==> src/rtl/wb_rr_arbiter_if.sv <==
// ---------------------------------------------------------------------------
// wb_rr_arbiter_if
// Bundles the Wishbone signals around the round-robin arbiter: the packed
// master-side buses (master 0 in the lowest slice) and the single slave-side
// bus.
//   modport slave  : the arbiter's view (it is the slave of every master and
//                    drives the downstream slave bus)
//   modport master : the surrounding masters and downstream slave
// ---------------------------------------------------------------------------
interface wb_rr_arbiter_if #(
    parameter int NUM_MASTERS = 2,
    parameter int AW          = 32,
    parameter int DW          = 32
);
    localparam int SW = DW / 8;

    // master side, into the arbiter
    logic [NUM_MASTERS*AW-1:0] m_adr_i;
    logic [NUM_MASTERS*DW-1:0] m_dat_i;
    logic [NUM_MASTERS*SW-1:0] m_sel_i;
    logic [NUM_MASTERS-1:0]    m_we_i;
    logic [NUM_MASTERS-1:0]    m_cyc_i;
    logic [NUM_MASTERS-1:0]    m_stb_i;
    logic [NUM_MASTERS*3-1:0]  m_cti_i;
    logic [NUM_MASTERS*2-1:0]  m_bte_i;
    // master side, out of the arbiter
    logic [NUM_MASTERS*DW-1:0] m_dat_o;
    logic [NUM_MASTERS-1:0]    m_ack_o;
    logic [NUM_MASTERS-1:0]    m_err_o;
    logic [NUM_MASTERS-1:0]    m_rty_o;
    // slave side, out of the arbiter
    logic [AW-1:0]             s_adr_o;
    logic [DW-1:0]             s_dat_o;
    logic [SW-1:0]             s_sel_o;
    logic                      s_we_o;
    logic                      s_cyc_o;
    logic                      s_stb_o;
    logic [2:0]                s_cti_o;
    logic [1:0]                s_bte_o;
    // slave side, into the arbiter
    logic [DW-1:0]             s_dat_i;
    logic                      s_ack_i;
    logic                      s_err_i;
    logic                      s_rty_i;

    modport slave (
        input  m_adr_i, m_dat_i, m_sel_i, m_we_i, m_cyc_i, m_stb_i, m_cti_i, m_bte_i,
        input  s_dat_i, s_ack_i, s_err_i, s_rty_i,
        output m_dat_o, m_ack_o, m_err_o, m_rty_o,
        output s_adr_o, s_dat_o, s_sel_o, s_we_o, s_cyc_o, s_stb_o, s_cti_o, s_bte_o
    );

    modport master (
        output m_adr_i, m_dat_i, m_sel_i, m_we_i, m_cyc_i, m_stb_i, m_cti_i, m_bte_i,
        output s_dat_i, s_ack_i, s_err_i, s_rty_i,
        input  m_dat_o, m_ack_o, m_err_o, m_rty_o,
        input  s_adr_o, s_dat_o, s_sel_o, s_we_o, s_cyc_o, s_stb_o, s_cti_o, s_bte_o
    );
endinterface

==> src/rtl/wb_rr_arbiter.sv <==
// ---------------------------------------------------------------------------
// wb_rr_arbiter
// Round-robin arbiter giving NUM_MASTERS Wishbone masters access to one
// slave. An owner keeps the bus for its whole cyc (bursts included); after a
// release the arbiter spends one IDLE cycle before granting again.
//
// Ports
//   wb_clk_i  : clock, rising edge
//   wb_rst_i  : synchronous active-high reset
//   bus       : wb_rr_arbiter_if.slave, master-side and slave-side buses
//   grant_o   : one-hot current owner, zero while idle
//   timeout_o : one-cycle pulse when a stalled transfer is aborted
//
// Optional feature: define WB_ARB_TIMEOUT_EN to build the bus-timeout
// counter. Without it timeout_o is tied low and a silent slave stalls the
// owner indefinitely.
// ---------------------------------------------------------------------------
module wb_rr_arbiter #(
    parameter int NUM_MASTERS = 2,
    parameter int AW          = 32,
    parameter int DW          = 32,
    parameter int TIMEOUT     = 255
) (
    input  logic                   wb_clk_i,
    input  logic                   wb_rst_i,
    wb_rr_arbiter_if.slave         bus,
    output logic [NUM_MASTERS-1:0] grant_o,
    output logic                   timeout_o
);
    localparam int SW = DW / 8;
    localparam int IW = $clog2(NUM_MASTERS);

    if (NUM_MASTERS < 2 || NUM_MASTERS > 8 || (DW % 8) != 0 ||
        TIMEOUT < 1 || TIMEOUT > 65535) begin : g_param_check
        $error("wb_rr_arbiter: illegal parameter value");
    end

    typedef enum logic {IDLE, BUSY} state_e;

    state_e                 state_q;
    logic [IW-1:0]          owner_q;
    logic [IW-1:0]          last_q;
    logic [NUM_MASTERS-1:0] grant_q;

    logic [IW-1:0]          win;
    logic [NUM_MASTERS-1:0] win_oh;
    logic [NUM_MASTERS-1:0] owner_oh;
    logic                   busy;
    logic                   owner_cyc;
    logic                   owner_stb;
    logic                   any_resp;
    logic                   tmo_hit;

    // First requester found when scanning upward from the master after the
    // previous owner, wrapping at NUM_MASTERS.
    function automatic logic [IW-1:0] rr_pick(input logic [NUM_MASTERS-1:0] req,
                                              input logic [IW-1:0]          last);
        logic [IW-1:0] pick;
        logic          found;
        int            idx;
        pick  = last;
        found = 1'b0;
        for (int k = 1; k <= NUM_MASTERS; k++) begin
            idx = (int'(last) + k) % NUM_MASTERS;
            if (!found && req[idx]) begin
                pick  = IW'(idx);
                found = 1'b1;
            end
        end
        return pick;
    endfunction

    always_comb begin
        win              = rr_pick(bus.m_cyc_i, last_q);
        win_oh           = '0;
        win_oh[win]      = 1'b1;
        owner_oh         = '0;
        owner_oh[owner_q] = 1'b1;
    end

    // Reset gates the outputs combinationally so they are quiet from the
    // very first reset cycle, before any state has been loaded.
    assign busy      = (state_q == BUSY) && !wb_rst_i;
    assign owner_cyc = bus.m_cyc_i[owner_q];
    assign owner_stb = bus.m_stb_i[owner_q];
    assign any_resp  = bus.s_ack_i | bus.s_err_i | bus.s_rty_i;

    always_ff @(posedge wb_clk_i) begin
        if (wb_rst_i) begin
            state_q <= IDLE;
            owner_q <= '0;
            last_q  <= IW'(NUM_MASTERS - 1);
            grant_q <= '0;
        end else begin
            case (state_q)
                IDLE: begin
                    if (|bus.m_cyc_i) begin
                        state_q <= BUSY;
                        owner_q <= win;
                        last_q  <= win;
                        grant_q <= win_oh;
                    end
                end
                BUSY: begin
                    if (!owner_cyc || tmo_hit) begin
                        state_q <= IDLE;
                        grant_q <= '0;
                    end
                end
                default: begin
                    state_q <= IDLE;
                    grant_q <= '0;
                end
            endcase
        end
    end

`ifdef WB_ARB_TIMEOUT_EN
    logic [15:0] tmo_cnt_q;

    // Abort on the cycle the count would reach TIMEOUT, so the error lands
    // on the TIMEOUT-th consecutive stalled cycle.
    assign tmo_hit = busy && owner_stb && !any_resp && (tmo_cnt_q == 16'(TIMEOUT - 1));

    always_ff @(posedge wb_clk_i) begin
        if (wb_rst_i || !busy || !owner_cyc || any_resp || tmo_hit) begin
            tmo_cnt_q <= '0;
        end else if (owner_stb) begin
            tmo_cnt_q <= tmo_cnt_q + 16'd1;
        end
    end
`else
    assign tmo_hit = 1'b0;
`endif

    assign timeout_o = tmo_hit;
    assign grant_o   = wb_rst_i ? '0 : grant_q;

    // Owner's request is passed straight through; cyc/stb are dropped in
    // IDLE and in the abort cycle.
    assign bus.s_adr_o = bus.m_adr_i[int'(owner_q)*AW +: AW];
    assign bus.s_dat_o = bus.m_dat_i[int'(owner_q)*DW +: DW];
    assign bus.s_sel_o = bus.m_sel_i[int'(owner_q)*SW +: SW];
    assign bus.s_cti_o = bus.m_cti_i[int'(owner_q)*3 +: 3];
    assign bus.s_bte_o = bus.m_bte_i[int'(owner_q)*2 +: 2];
    assign bus.s_we_o  = bus.m_we_i[owner_q];
    assign bus.s_cyc_o = busy && owner_cyc && !tmo_hit;
    assign bus.s_stb_o = busy && owner_stb && !tmo_hit;

    assign bus.m_dat_o = {NUM_MASTERS{bus.s_dat_i}};
    assign bus.m_ack_o = busy ? (owner_oh & {NUM_MASTERS{bus.s_ack_i}}) : '0;
    assign bus.m_err_o = busy ? (owner_oh & {NUM_MASTERS{bus.s_err_i | tmo_hit}}) : '0;
    assign bus.m_rty_o = busy ? (owner_oh & {NUM_MASTERS{bus.s_rty_i}}) : '0;
endmodule

==> src/flat_wrapper.sv <==
// flat-port wrapper written by rule: the top's interface ports become plain ports
module wb_rr_arbiter_flat 
#(
    parameter int NUM_MASTERS = 2,
    parameter int AW          = 32,
    parameter int DW          = 32,
    parameter int TIMEOUT     = 255
)
  (wb_clk_i, wb_rst_i, grant_o, timeout_o, bus_m_adr_i, bus_m_dat_i, bus_m_sel_i, bus_m_we_i, bus_m_cyc_i, bus_m_stb_i, bus_m_cti_i, bus_m_bte_i, bus_s_dat_i, bus_s_ack_i, bus_s_err_i, bus_s_rty_i, bus_m_dat_o, bus_m_ack_o, bus_m_err_o, bus_m_rty_o, bus_s_adr_o, bus_s_dat_o, bus_s_sel_o, bus_s_we_o, bus_s_cyc_o, bus_s_stb_o, bus_s_cti_o, bus_s_bte_o);
  wb_rr_arbiter_if #(.NUM_MASTERS(NUM_MASTERS), .AW(AW), .DW(DW)) bus_i ();
  input  logic wb_clk_i;
  input  logic wb_rst_i;
  output logic [NUM_MASTERS-1:0] grant_o;
  output logic timeout_o;
  input wire logic [$bits(bus_i.m_adr_i)-1:0] bus_m_adr_i;
  input wire logic [$bits(bus_i.m_dat_i)-1:0] bus_m_dat_i;
  input wire logic [$bits(bus_i.m_sel_i)-1:0] bus_m_sel_i;
  input wire logic [$bits(bus_i.m_we_i)-1:0] bus_m_we_i;
  input wire logic [$bits(bus_i.m_cyc_i)-1:0] bus_m_cyc_i;
  input wire logic [$bits(bus_i.m_stb_i)-1:0] bus_m_stb_i;
  input wire logic [$bits(bus_i.m_cti_i)-1:0] bus_m_cti_i;
  input wire logic [$bits(bus_i.m_bte_i)-1:0] bus_m_bte_i;
  input wire logic [$bits(bus_i.s_dat_i)-1:0] bus_s_dat_i;
  input wire logic [$bits(bus_i.s_ack_i)-1:0] bus_s_ack_i;
  input wire logic [$bits(bus_i.s_err_i)-1:0] bus_s_err_i;
  input wire logic [$bits(bus_i.s_rty_i)-1:0] bus_s_rty_i;
  output wire logic [$bits(bus_i.m_dat_o)-1:0] bus_m_dat_o;
  output wire logic [$bits(bus_i.m_ack_o)-1:0] bus_m_ack_o;
  output wire logic [$bits(bus_i.m_err_o)-1:0] bus_m_err_o;
  output wire logic [$bits(bus_i.m_rty_o)-1:0] bus_m_rty_o;
  output wire logic [$bits(bus_i.s_adr_o)-1:0] bus_s_adr_o;
  output wire logic [$bits(bus_i.s_dat_o)-1:0] bus_s_dat_o;
  output wire logic [$bits(bus_i.s_sel_o)-1:0] bus_s_sel_o;
  output wire logic [$bits(bus_i.s_we_o)-1:0] bus_s_we_o;
  output wire logic [$bits(bus_i.s_cyc_o)-1:0] bus_s_cyc_o;
  output wire logic [$bits(bus_i.s_stb_o)-1:0] bus_s_stb_o;
  output wire logic [$bits(bus_i.s_cti_o)-1:0] bus_s_cti_o;
  output wire logic [$bits(bus_i.s_bte_o)-1:0] bus_s_bte_o;
  assign bus_i.m_adr_i = bus_m_adr_i;
  assign bus_i.m_dat_i = bus_m_dat_i;
  assign bus_i.m_sel_i = bus_m_sel_i;
  assign bus_i.m_we_i = bus_m_we_i;
  assign bus_i.m_cyc_i = bus_m_cyc_i;
  assign bus_i.m_stb_i = bus_m_stb_i;
  assign bus_i.m_cti_i = bus_m_cti_i;
  assign bus_i.m_bte_i = bus_m_bte_i;
  assign bus_i.s_dat_i = bus_s_dat_i;
  assign bus_i.s_ack_i = bus_s_ack_i;
  assign bus_i.s_err_i = bus_s_err_i;
  assign bus_i.s_rty_i = bus_s_rty_i;
  assign bus_m_dat_o = bus_i.m_dat_o;
  assign bus_m_ack_o = bus_i.m_ack_o;
  assign bus_m_err_o = bus_i.m_err_o;
  assign bus_m_rty_o = bus_i.m_rty_o;
  assign bus_s_adr_o = bus_i.s_adr_o;
  assign bus_s_dat_o = bus_i.s_dat_o;
  assign bus_s_sel_o = bus_i.s_sel_o;
  assign bus_s_we_o = bus_i.s_we_o;
  assign bus_s_cyc_o = bus_i.s_cyc_o;
  assign bus_s_stb_o = bus_i.s_stb_o;
  assign bus_s_cti_o = bus_i.s_cti_o;
  assign bus_s_bte_o = bus_i.s_bte_o;
  wb_rr_arbiter #(.NUM_MASTERS(NUM_MASTERS), .AW(AW), .DW(DW), .TIMEOUT(TIMEOUT)) u_core (.wb_clk_i(wb_clk_i), .wb_rst_i(wb_rst_i), .bus(bus_i), .grant_o(grant_o), .timeout_o(timeout_o));
endmodule
==> config.mk <==
export PLATFORM = sky130hd
export DESIGN_NAME = wb_rr_arbiter_flat
export DESIGN_NICKNAME = d
export VERILOG_FILES = /design/src/rtl/wb_rr_arbiter_if.sv /design/src/rtl/wb_rr_arbiter.sv /design/src/flat_wrapper.sv
export SDC_FILE = /design/constraint.sdc
export NUM_CORES = 1
export LEC_CHECK = 0
export ABC_CLOCK_PERIOD_IN_PS = 3000
export BUFFER_PORTS_ARGS = -buffer_cell sky130_fd_sc_hd__buf_2
export CAP_MARGIN = 25
export CORE_AREA = 2 2 133 135
export CTS_CLUSTER_DIAMETER = 50
export DETAILED_ROUTE_END_ITERATION = 8
export DIE_AREA = 0 0 135 137
export GPL_ROUTABILITY_DRIVEN = 0
export PLACE_DENSITY_LB_ADDON = 0.1
export SYNTH_ARGS = -nofsm -noshare
export SYNTH_HDL_FRONTEND = slang
export SYNTH_SLANG_ARGS = --single-unit
==> constraint.sdc <==
create_clock -name wb_clk_i -period 3 [get_ports wb_clk_i]
set_input_delay 0.9 -clock wb_clk_i [delete_from_list [all_inputs] [get_ports wb_clk_i]]
set_output_delay 0.9 -clock wb_clk_i [all_outputs]
set_load 0.01 [all_outputs]
* Word level (Yosys, flattened, before mapping)
Index checks and enable logic that the tools add are counted.
** Cells by class
- Add/subtract/negate cells :: 2
- Multipliers :: 1
- Div/mod/pow operators :: 0
- Magnitude comparators :: 6
- Equal/unequal tests :: 2
- Shift operators :: 5
- Mux-type cells :: 29
- Bitwise logic cells :: 6
- Reduce and logical (&&, ||, !) cells :: 11
** Operator list (number)
- 64-bit by 7-bit variable part select with 32-bit output :: 2
- 6-bit by 32-bit variable part select with 3-bit output :: 1
- 1-bit 2-to-1 mux :: 19
- 2-bit 2-to-1 mux :: 6
- 8-bit by 4-bit variable part select with 4-bit output :: 1
- 2-bit AND :: 3
- 1-bit logical AND :: 6
- 2-bit by 3-bit less-than comparator with 1-bit output, second input constant :: 2
- 1-bit by 2-bit less-than comparator with 1-bit output, second input constant :: 2
- 2-bit one-hot mux with 2 select lines :: 1
- 2-bit AND reduction :: 2
- 4-bit by 3-bit variable part select with 2-bit output :: 1
- 1-bit by 2-bit multiplier with 3-bit output, second input constant :: 1
- 1-bit adder, second input constant :: 2
- 1-bit AND, first input constant :: 2
- 1-bit demux with 1-bit select :: 2
- 1-bit greater-or-equal comparator, second input constant :: 2
- 1-bit logical NOT :: 2
- 2-bit by 1-bit != test with 1-bit output, second input constant :: 1
- 2-bit != test, second input constant :: 1
- 1-bit one-hot mux with 2 select lines :: 1
- 2-bit OR reduction :: 1
- 1-bit NOT :: 1
** Storage, ports and cells
- Register bits after elaboration :: 5
- Latch bits :: 0
- RAM bits :: 0
- Memory bits (read-only) :: 0
- Bits of input ports :: 189
- Memories kept :: 0

* Depth between registers and ports, before layout
Gate-level depths: netlist (run 1).
- Depth in word-level cells :: 15
- Mapped depth :: 4
- Mapped depth without buffers :: 3

* Worst setup path after synthesis (run 1)
Ideal clock, no wire load.
- Kind :: input to output
- From :: in wb_rst_i
- To :: out bus_m_ack_o[1]
- Arrival time :: 1245 ps
- Path slack :: 855 ps
- Stages :: 3
- Buffers on the path :: 0
- Cells stage by stage :: inv_1 -> nand2_1 -> nor2_1
** On the way
- Word-level cells in the longest chain between the ends :: 3
** RTL lines
- start, declared :: line flat_wrapper.sv:12 : input logic wb_rst_i;
- 1-bit logical NOT :: line wb_rr_arbiter.sv:83 : assign busy = (state_q == BUSY) && !wb_rst_i;
- 1-bit logical AND :: line wb_rr_arbiter.sv:83
- 2-bit 2-to-1 mux :: line wb_rr_arbiter.sv:151 : assign bus.m_ack_o = busy ? (owner_oh & {NUM_MASTERS{bus.s_ack_i}}) : '0;
- end, declared :: line flat_wrapper.sv:28 : output wire logic [$bits(bus_i.m_ack_o)-1:0] bus_m_ack_o;
Every way passes these cells.

* Worst setup path in the final report (run 1)
- From :: reg u_core.owner_q
- To :: out bus_s_sel_o[0]
** On the way
- Word-level cells in the longest chain between the ends :: 1
** RTL lines
- start, declared :: line wb_rr_arbiter.sv:41 : logic [IW-1:0] owner_q;
- start signal, assigned :: line wb_rr_arbiter.sv:99 : owner_q <= win;
- 8-bit by 4-bit variable part select with 4-bit output :: line wb_rr_arbiter.sv:143 : assign bus.s_sel_o = bus.m_sel_i[int'(owner_q)*SW +: SW];
- end, declared :: line flat_wrapper.sv:33 : output wire logic [$bits(bus_i.s_sel_o)-1:0] bus_s_sel_o;
Every way passes these cells.

==> results of run 1 <==
## worst paths after layout
kind,start,end,cells after the start
worst max-delay path,u_core.owner_q,bus_s_sel_o[0],3
worst min-delay path,u_core.last_q,u_core.last_q,2
worst max register to register,u_core.owner_q,u_core.grant_q[0],4
worst min register to register,u_core.last_q,u_core.last_q,2
## through the flow
stage          total power [mW]  std cells  instance area [sq um]
2_1_floorplan             0.383        195                   1780
3_3_place_gp              0.493        591                   2710
3_5_place_dp              0.488        591                   2710
4_1_cts                   0.717        595                   2790
5_1_grt                   0.751        595                   2790
6_report                  0.703        596                   2790
## sequential cells by signal, indices dropped and copies added, names as in the netlist
register,count
u_core.state_q,1
u_core.owner_q,1
u_core.grant_q,2
u_core.last_q,1
## cells by family (layout without fill, tap and decap cells)
group	count (synthesis)	count (layout)
AO/OA/AOI/OAI	7	7
buffers and inverters	76	251
other	1	2
multiplexers	77	77
AND/OR/NAND/NOR	29	29
flip-flops	5	5
## cells in the final DEF (no fill, tap or decap)
| cell | n |
|---|---|
| nand2_1 | 9 |
| dfxtp_4 | 1 |
| a211oi_2 | 1 |
| o221a_2 | 1 |
| a21oi_1 | 1 |
| buf_12 | 1 |
| inv_1 | 1 |
| clkbuf_1 | 1 |
| buf_2 | 240 |
| a31oi_1 | 1 |
| diode_2 | 1 |
| mux2_2 | 74 |
| mux2i_1 | 3 |
| a22oi_1 | 1 |
| nor3b_1 | 1 |
| dfxtp_1 | 4 |
| conb_1 | 1 |
| o21ai_0 | 1 |
| buf_4 | 5 |
| nor2b_1 | 5 |
| o31a_1 | 1 |
| nand2b_1 | 1 |
| and2b_2 | 1 |
| clkbuf_16 | 3 |
| nor2_1 | 9 |
| nor3_1 | 3 |
## tightest hold or removal path: stages (launching register included)
cell     delay [ns]
dfxtp_1        0.35
mux2i_1        0.09
nand2_1        0.06
## cell type report
type / count / area [sq um] / share of cell area (%)
timing repair buffer: 246 / 1260 / 45.1
multi-input combinational: 114 / 1060 / 38.0
tap: 225 / 282 / 10.1
sequential: 5 / 104 / 3.72
clock buffer: 4 / 78.8 / 2.83
inverter: 1 / 3.75 / 0.135
antenna: 1 / 2.50 / 0.0897
## power by group through the flow
| stage | Sequential (mW) | Clock, mW | Combinational (mW) |
|---|---|---|---|
| after global routing | 0.0930 | 0.232 | 0.426 |
| after detailed placement | 0.0925 | 0 | 0.396 |
| final | 0.0901 | 0.222 | 0.392 |
| after floorplan | 0.0754 | 0 | 0.308 |
| after global placement | 0.0931 | 0 | 0.400 |
| after CTS | 0.0922 | 0.226 | 0.398 |
## per-layer routing
metal	wire length, um	track usage (%)
met3	965	1.93
met2	3930	13.6
met5	0	0
met1	1910	4.97
met4	99	2.37
## synth_stat cells, drive strengths merged (3+ instances only)
library cell | number | area (sq um)
nor3 | 3 | 15.0
mux2i | 3 | 30.0
clkbuf | 7 | 96.3
buf | 68 | 519
dfxtp | 5 | 100
nand2 | 9 | 33.8
nor2b | 5 | 31.3
mux2 | 74 | 833
nor2 | 9 | 33.8
==> results.toml, run 1 <==
[outcome]
status = "completed"

[finish]
nets = 560
final.fill_count = 1972
area_delta_synth_final_pct = 56.8
drive_above_1_share_pct = 88.4
post-route-util_pct = 16.4

[clocking]
cts_tree = "yes"
clk_path_buf_depth = 2
clk_pin_slew_ns = 0.03
numClockSinks = 5
cts_buffers = 3
cts_resized = 0
cts_root_buf = "clkbuf_16"
post_cts_buffers = 0
htreeDepth = 1
clk-insertion-delay-late_ns = 0.23
postCtsHoldBufs = 0

[sta]
finalCritPeriodShare_pct = 87.1
layout_setup_ws_ns = 0.387
period_needed_ns = 2.61
max_freq_mhz = 383
rsz0062_at_grt = "no"
finalSetupViolCount = 0
whs_ns = 0.536
slew_headroom_pct = 64.8
skew_ns = 0.00363
hold_viol_final = 0
tightest_slew_ns = 0.528
slew_violations = 0
setup-tns-final_ns = 0

[synthesis]
yosys.area_share.simple_pct = 7.67
ys_warn_count = 0
synth_cell_types = 24
ys_ff_latch = 5
avgSynthCellArea_sq_um = 9.12
synth_compound_gate_area_share_pct = 3.16
postSynth.asyncResetShare_pct = 0
synthAdderAreaFrac_pct = 0
synth_ff_type = "dfxtp_1"
ys_seq_area_share_pct = 5.63
syn-num-nets = 384
synthMuxAreaShare_pct = 48.5
synth_top_family_by_area = "multiplexers"
syn-cell-area_sq_um = 1780
netlist_instances = 195
synth_xor_xnor_area_share_pct = 0
synth-edff-count = 0

[global_route]
grt_max_degree = 38
grt-ovfl-total = 0
grt_usage_pct = 6.24
grt_pass1_wl_um = 9140
grt_pass1_vias = 1909
antenna_found_initial = 1

[floorplan]
die_height_um = 137
dieArea_sq_um = 18500
die_w_um = 135
rows = 48
core_sq_um = 17100
ios = 338
initial_core_util_pct = 10.4

[critical_path]
cp_slowest_cell = "dfxtp_4"
max_stage_delay_ns = 0.66
start_kind = "register"
critical_path.top_delay_family = "flip-flops"
worst-path-buf-inv = 2
cp_max_fo = 37
cp.arrival_ns = 1.71
crit_chain = "buf_4, mux2_2, buf_2"
crit_required_ns = 2.10
cp-end-kind = "primary output"
critical_path_class = "reg -> out"
r2r_setup_slack_ns = 1.38

[routing]
wl_per_cell_um = 11.6
drc_errors = 0
postRouteAntennaNets = 0
vias = 1968
drt_iter0_drc = 17
wirelength_um = 6900
firstDrtPassIters = 2
viasPerCell = 3.30

[placement]
place_hpwl_um = 6090
dp_slack_ns = 0.544
portBuffers = 240

[power_and_ir_drop]
ir_drop_uv = 123
switching_share_pct = 31.9
p_leak_nw = 1.43
p_per_area_nw_per_um2 = 252
combPwrFrac_pct = 55.7
power.switching_mw = 0.224
seq_power_share_pct = 12.8
p_int_mw = 0.479
pwr-share-clk_pct = 31.5

[flow_run]
maxCapViolCount = 0

[min_path]
hold_path.class = "reg -> reg"
(Power assumes the default switching activity.)
==> inputs of run 2 (changes only) <==
--- a/config.mk
+++ b/config.mk
@@ -5,15 +5,17 @@
 export SDC_FILE = /design/constraint.sdc
 export NUM_CORES = 1
 export LEC_CHECK = 0
+export ABC_AREA = 1
 export ABC_CLOCK_PERIOD_IN_PS = 3000
 export BUFFER_PORTS_ARGS = -buffer_cell sky130_fd_sc_hd__buf_2
 export CAP_MARGIN = 25
-export CORE_AREA = 2 2 133 135
+export CORE_AREA = 2 2 130 132
 export CTS_CLUSTER_DIAMETER = 50
 export DETAILED_ROUTE_END_ITERATION = 8
-export DIE_AREA = 0 0 135 137
+export DIE_AREA = 0 0 132 134
 export GPL_ROUTABILITY_DRIVEN = 0
 export PLACE_DENSITY_LB_ADDON = 0.1
+export SLEW_MARGIN = 5
 export SYNTH_ARGS = -nofsm -noshare
 export SYNTH_HDL_FRONTEND = slang
 export SYNTH_SLANG_ARGS = --single-unit
==> results.toml, run 2 <==
[floorplan]
rows = 47
initial_core_util_pct = 10.7
ios = 338
die_height_um = 134
core_sq_um = 16300
die_w_um = 132
dieArea_sq_um = 17700

[flow_run]
maxCapViolCount = 0

[critical_path]
startpoint = "wb_rst_i"
cp_common_cell = "buf_2"
start_kind = "input port"
crit_path_end = "bus_s_cyc_o"
r2r_setup_slack_ns = 1.70
crit_required_ns = 2.10
ff2ff_path_depth = 5
cp.arrival_ns = 1.66
cp_max_fo = 8
max_stage_delay_ns = 0.19
worstReg2RegEnd = "u_core.grant_q[1]"
reg2reg_from = "u_core.owner_q"
cp_slowest_cell = "nand2_1"
critical_path_class = "in -> out"
crit_chain = "buf_2, inv_1, nand2_1, a21oi_1, buf_2"
cp-end-kind = "primary output"

[sta]
period_needed_ns = 2.56
rsz0062_at_grt = "no"
tightest_slew_ns = 0.514
slew_violations = 0
max_freq_mhz = 390
finalCritPeriodShare_pct = 85.5
hold_viol_final = 0
whs_ns = 0.536
skew_ns = 0.00241
setup-tns-final_ns = 0
slew_headroom_pct = 65.7
finalSetupViolCount = 0

[clocking]
cts_root_buf = "clkbuf_16"
post_cts_buffers = 0
htreeDepth = 1
cts_buffers = 3
postCtsHoldBufs = 0
clk-insertion-delay-late_ns = 0.22
clk_pin_slew_ns = 0.03
clk_path_buf_depth = 2
cts_resized = 0
numClockSinks = 5
cts_tree = "yes"

[synthesis]
ys_seq_area_share_pct = 5.73
syn-cell-area_sq_um = 1750
synth_common_cells = "238 x nand2_1, 68 x buf_4, 11 x buf_2"
syn-num-nets = 549
synth_cell_types = 14
yosysMostFrequentCell = "nand2_1"
synth_top_area_share_pct = 51.1
synth_area_leaders = "nand2_1 51%, buf_4 29%, dfxtp_1 5.7%"
yosysTopAreaCell = "nand2_1"
synth-edff-count = 0
ys_ff_latch = 5
synth_ff_type = "dfxtp_1"
netlist_instances = 360
avgSynthCellArea_sq_um = 4.85
postSynth.asyncResetShare_pct = 0
ys_warn_count = 0

[power_and_ir_drop]
combPwrFrac_pct = 63.8
p_per_area_nw_per_um2 = 297
ir_drop_uv = 193
pwr-share-clk_pct = 26.5
switching_share_pct = 42.0
seq_power_share_pct = 9.7
p_leak_nw = 1.85
power.switching_mw = 0.341
p_int_mw = 0.472

[routing]
firstDrtPassIters = 4
wl_met1_um = 2900
dr_wl_met3_um = 545
postRouteAntennaNets = 0
drt_iter0_drc = 67
routed-wl-met2_um = 4100
viasPerCell = 3.35
wirelength_um = 7660
drc_errors = 0
dr.max_layer_used = "met4"
vias = 2494
wl_per_cell_um = 10.3

[global_route]
grt-ovfl-total = 0
grt_pass1_vias = 2392
antenna_found_initial = 0
grt_pass1_wl_um = 11500
grt_max_degree = 50
grt_usage_pct = 7.80

[placement]
portBuffers = 240
place_hpwl_um = 6410

[min_path]
hold_path.class = "reg -> reg"

[finish]
drive_above_1_share_pct = 47.2
final.fill_count = 1954
area_delta_synth_final_pct = 56.8
n_antenna_cell = 0
nets = 715
final_common_cell = "buf_2"
layout_common_cells = "240 x buf_2, 238 x nand2_1, 10 x inv_1, 7 x nor2_1"
max_flop_register = "u_core.grant_q"
largest_register_ffs = 2

[outcome]
status = "completed"
## run 2: cell count changes after synthesis, moves of 5 or more
| cell | previous run | this run |
|---|---|---|
| nand2_1 | 9 | 238 |
| mux2_2 | 74 | 0 |
| buf_2 | 1 | 11 |
| inv_1 | 1 | 10 |
| clkbuf_8 | 7 | 0 |
| nand3_1 | 0 | 6 |
| nor2b_1 | 5 | 0 |
## run 2: worst min path at each step
| stage | start | endpoint | cells after the start |
|---|---|---|---|
| 2_1_floorplan | u_core.last_q | u_core.last_q | 2 |
| 3_3_place_gp | u_core.grant_q[0] | u_core.grant_q[0] | 4 |
| 3_5_place_dp | u_core.last_q | u_core.last_q | 2 |
| 4_1_cts | u_core.last_q | u_core.last_q | 2 |
| 5_1_grt | u_core.last_q | u_core.last_q | 2 |
| 6_report | u_core.last_q | u_core.last_q | 2 |
## run 2: kinds of logic after synthesis
kind of cell           count (synthesis)  share of synthesized area [%]
other                                  1                          0.215
buffers and inverters                 93                           36.8
flip-flops                             5                           5.73
AND/OR/NAND/NOR                      257                           56.1
AO/OA/AOI/OAI                          4                           1.15
## run 2: stage by stage
| stage | utilization, % | worst slack, ns | std cells | cell area, sq um | total power, mW |
|---|---|---|---|---|---|
| 6_report | 16.8 | 0.435 | 745 | 2740 | 0.814 |
| 5_1_grt | 16.8 | 0.310 | 745 | 2740 | 0.893 |
| 4_1_cts | 16.8 | 0.425 | 745 | 2740 | 0.830 |
| 3_5_place_dp | 16.3 | 0.430 | 741 | 2660 | 0.609 |
| 3_3_place_gp | 16.3 | 0.449 | 741 | 2660 | 0.613 |
| 2_1_floorplan | - | 0.677 | 360 | 1750 | 0.440 |
## run 2: power by group through the flow
| stage | clock network [mW] | logic [mW] | registers [mW] |
|---|---|---|---|
| 2_1_floorplan | 0 | 0.362 | 0.0774 |
| 4_1_cts | 0.220 | 0.532 | 0.0792 |
| 5_1_grt | 0.227 | 0.586 | 0.0802 |
| 3_5_place_dp | 0 | 0.528 | 0.0801 |
| 3_3_place_gp | 0 | 0.533 | 0.0803 |
| 6_report | 0.216 | 0.519 | 0.0792 |
## run 2: worst max-delay path, delay by kind of cell
| family | cells | cell delay (ns) |
|---|---|---|
| AND/OR/NAND/NOR | 1 | 0.19 |
| AO/OA/AOI/OAI | 1 | 0.17 |
| buffers and inverters | 3 | 0.41 |
## run 2: per-layer routing
metal	GRT usage (%)	vias to the layer above
li1	-	1333
met1	8.23	1021
met2	16.0	121
met3	1.44	19
met4	1.51	0
met5	0	-
## run 2: area by class of cell
class / instances / area, sq um / area share, %
clock buffer: 4 / 78.8 / 2.88
sequential: 5 / 101 / 3.70
multi-input combinational: 262 / 1000 / 36.6
timing repair buffer: 243 / 1240 / 45.1
tap: 220 / 275 / 10.1
inverter: 11 / 43.8 / 1.60
==> inputs of run 3 (changes only) <==
--- a/config.mk
+++ b/config.mk
@@ -9,11 +9,15 @@
 export ABC_CLOCK_PERIOD_IN_PS = 3000
 export BUFFER_PORTS_ARGS = -buffer_cell sky130_fd_sc_hd__buf_2
 export CAP_MARGIN = 25
-export CORE_AREA = 2 2 130 132
+export CELL_PAD_IN_SITES_DETAIL_PLACEMENT = 1
+export CELL_PAD_IN_SITES_GLOBAL_PLACEMENT = 1
+export CORE_ASPECT_RATIO = 0.5
+export CORE_MARGIN = 2
+export CORE_UTILIZATION = 14
 export CTS_CLUSTER_DIAMETER = 50
 export DETAILED_ROUTE_END_ITERATION = 8
-export DIE_AREA = 0 0 132 134
 export GPL_ROUTABILITY_DRIVEN = 0
+export MAX_ROUTING_LAYER = met4
 export PLACE_DENSITY_LB_ADDON = 0.1
 export SLEW_MARGIN = 5
 export SYNTH_ARGS = -nofsm -noshare
==> results.toml, run 3 (synthesis gave the netlist of run 2 again) <==
[outcome]
status = "completed"

[placement]
portBuffers = 240
place_hpwl_um = 8510

[routing]
wl_per_cell_um = 14.3
drt_iter0_drc = 91
postRouteAntennaNets = 0
wirelength_um = 9900
firstDrtPassIters = 4
vias = 2576
drc_errors = 0
viasPerCell = 3.73

[finish]
max_flop_register = "u_core.grant_q"
final_common_cell = "buf_2"
layout_common_cells = "240 x buf_2, 238 x nand2_1, 10 x inv_1, 7 x nor2_1"
nets = 715
post-route-util_pct = 22.4
largest_register_ffs = 2
drive_above_1_share_pct = 47.2
n_antenna_cell = 0
area_delta_synth_final_pct = 53.6

[floorplan]
rows = 28
initial_core_util_pct = 14.6
ios = 338
die_height_um = 83.0
die_w_um = 162
core_sq_um = 12000
dieArea_sq_um = 13400

[critical_path]
r2r_setup_slack_ns = 1.77
cp.arrival_ns = 1.68
crit_required_ns = 2.10
start_kind = "input port"
cp-end-kind = "primary output"
cp_max_fo = 8
critical_path_class = "in -> out"

[clocking]
clk_pin_slew_ns = 0.03
clk_path_buf_depth = 2
cts_root_buf = "clkbuf_16"
postCtsHoldBufs = 0
post_cts_buffers = 0
cts_resized = 0
clk-insertion-delay-late_ns = 0.23
htreeDepth = 1
numClockSinks = 5
cts_buffers = 3
cts_tree = "yes"

[sta]
finalCritPeriodShare_pct = 86.0
max_freq_mhz = 387
period_needed_ns = 2.58
skew_ns = 0.00159
hold_viol_final = 0
finalSetupViolCount = 0
setup-tns-final_ns = 0
rsz0062_at_grt = "no"
slew_violations = 0

[flow_run]
maxCapViolCount = 0

[power_and_ir_drop]
p_leak_nw = 1.85
ir_drop_uv = 158
p_per_area_nw_per_um2 = 309

[global_route]
grt_pass1_vias = 2738
antenna_found_initial = 0
grt_max_degree = 80
grt_usage_pct = 14.4
grt_pass1_wl_um = 15000
grt-ovfl-total = 0

[min_path]
hold_path.class = "reg -> reg"
==> run 3: per-layer routing <==
| layer | global-route usage (%) | wire length [um] | up-vias |
|---|---|---|---|
| li1 | - | - | 1330 |
| met1 | 13.3 | 3270 | 1106 |
| met2 | 29.9 | 5720 | 125 |
| met3 | 3.65 | 796 | 15 |
| met4 | 2.65 | 108 | 0 |
| met5 | - | 0 | - |
==> run 3: area by class of cell <==
type	count	area, sq um
inverters	11	43.8
repair buffers	243	1250
fillers	1651	9300
multi-input cells	262	1000
well taps	165	206
clock buffers	4	78.8
flip-flops and latches	5	101
==> run 3: per-stage QoR <==
step	std cells	area, sq um	setup WS, ns	total power, mW	hold slack [ns]
floorplan	360	1750	0.677	0.440	0.492
global placement	686	2600	0.426	0.631	0.539
detailed placement	686	2600	0.422	0.631	0.518
CTS	690	2680	0.421	0.857	0.524
global route	690	2680	0.303	0.913	0.564
finish	690	2680	0.419	0.830	0.515
==> run 3: worst paths after layout <==
| path | from | to | cells after the start |
|---|---|---|---|
| worst max-delay path | wb_rst_i | bus_m_rty_o[0] | 5 |
| worst min-delay path | u_core.last_q | u_core.last_q | 2 |
| worst max register to register | u_core.owner_q | u_core.grant_q[1] | 5 |
| worst min register to register | u_core.last_q | u_core.last_q | 2 |
==> run 3: power by group <==
part           total [mW]  leakage [nW]  switching [mW]  internal (mW)
combinational       0.532          1.77           0.305          0.226
sequential         0.0794        0.0418         0.00541         0.0740
clock               0.219        0.0382          0.0429          0.176
==> run 3: critical path: stages <==
cell	delay, ns
buf_2	0.12
inv_1	0.13
nand2_1	0.20
nor3_1	0.17
buf_2	0.16
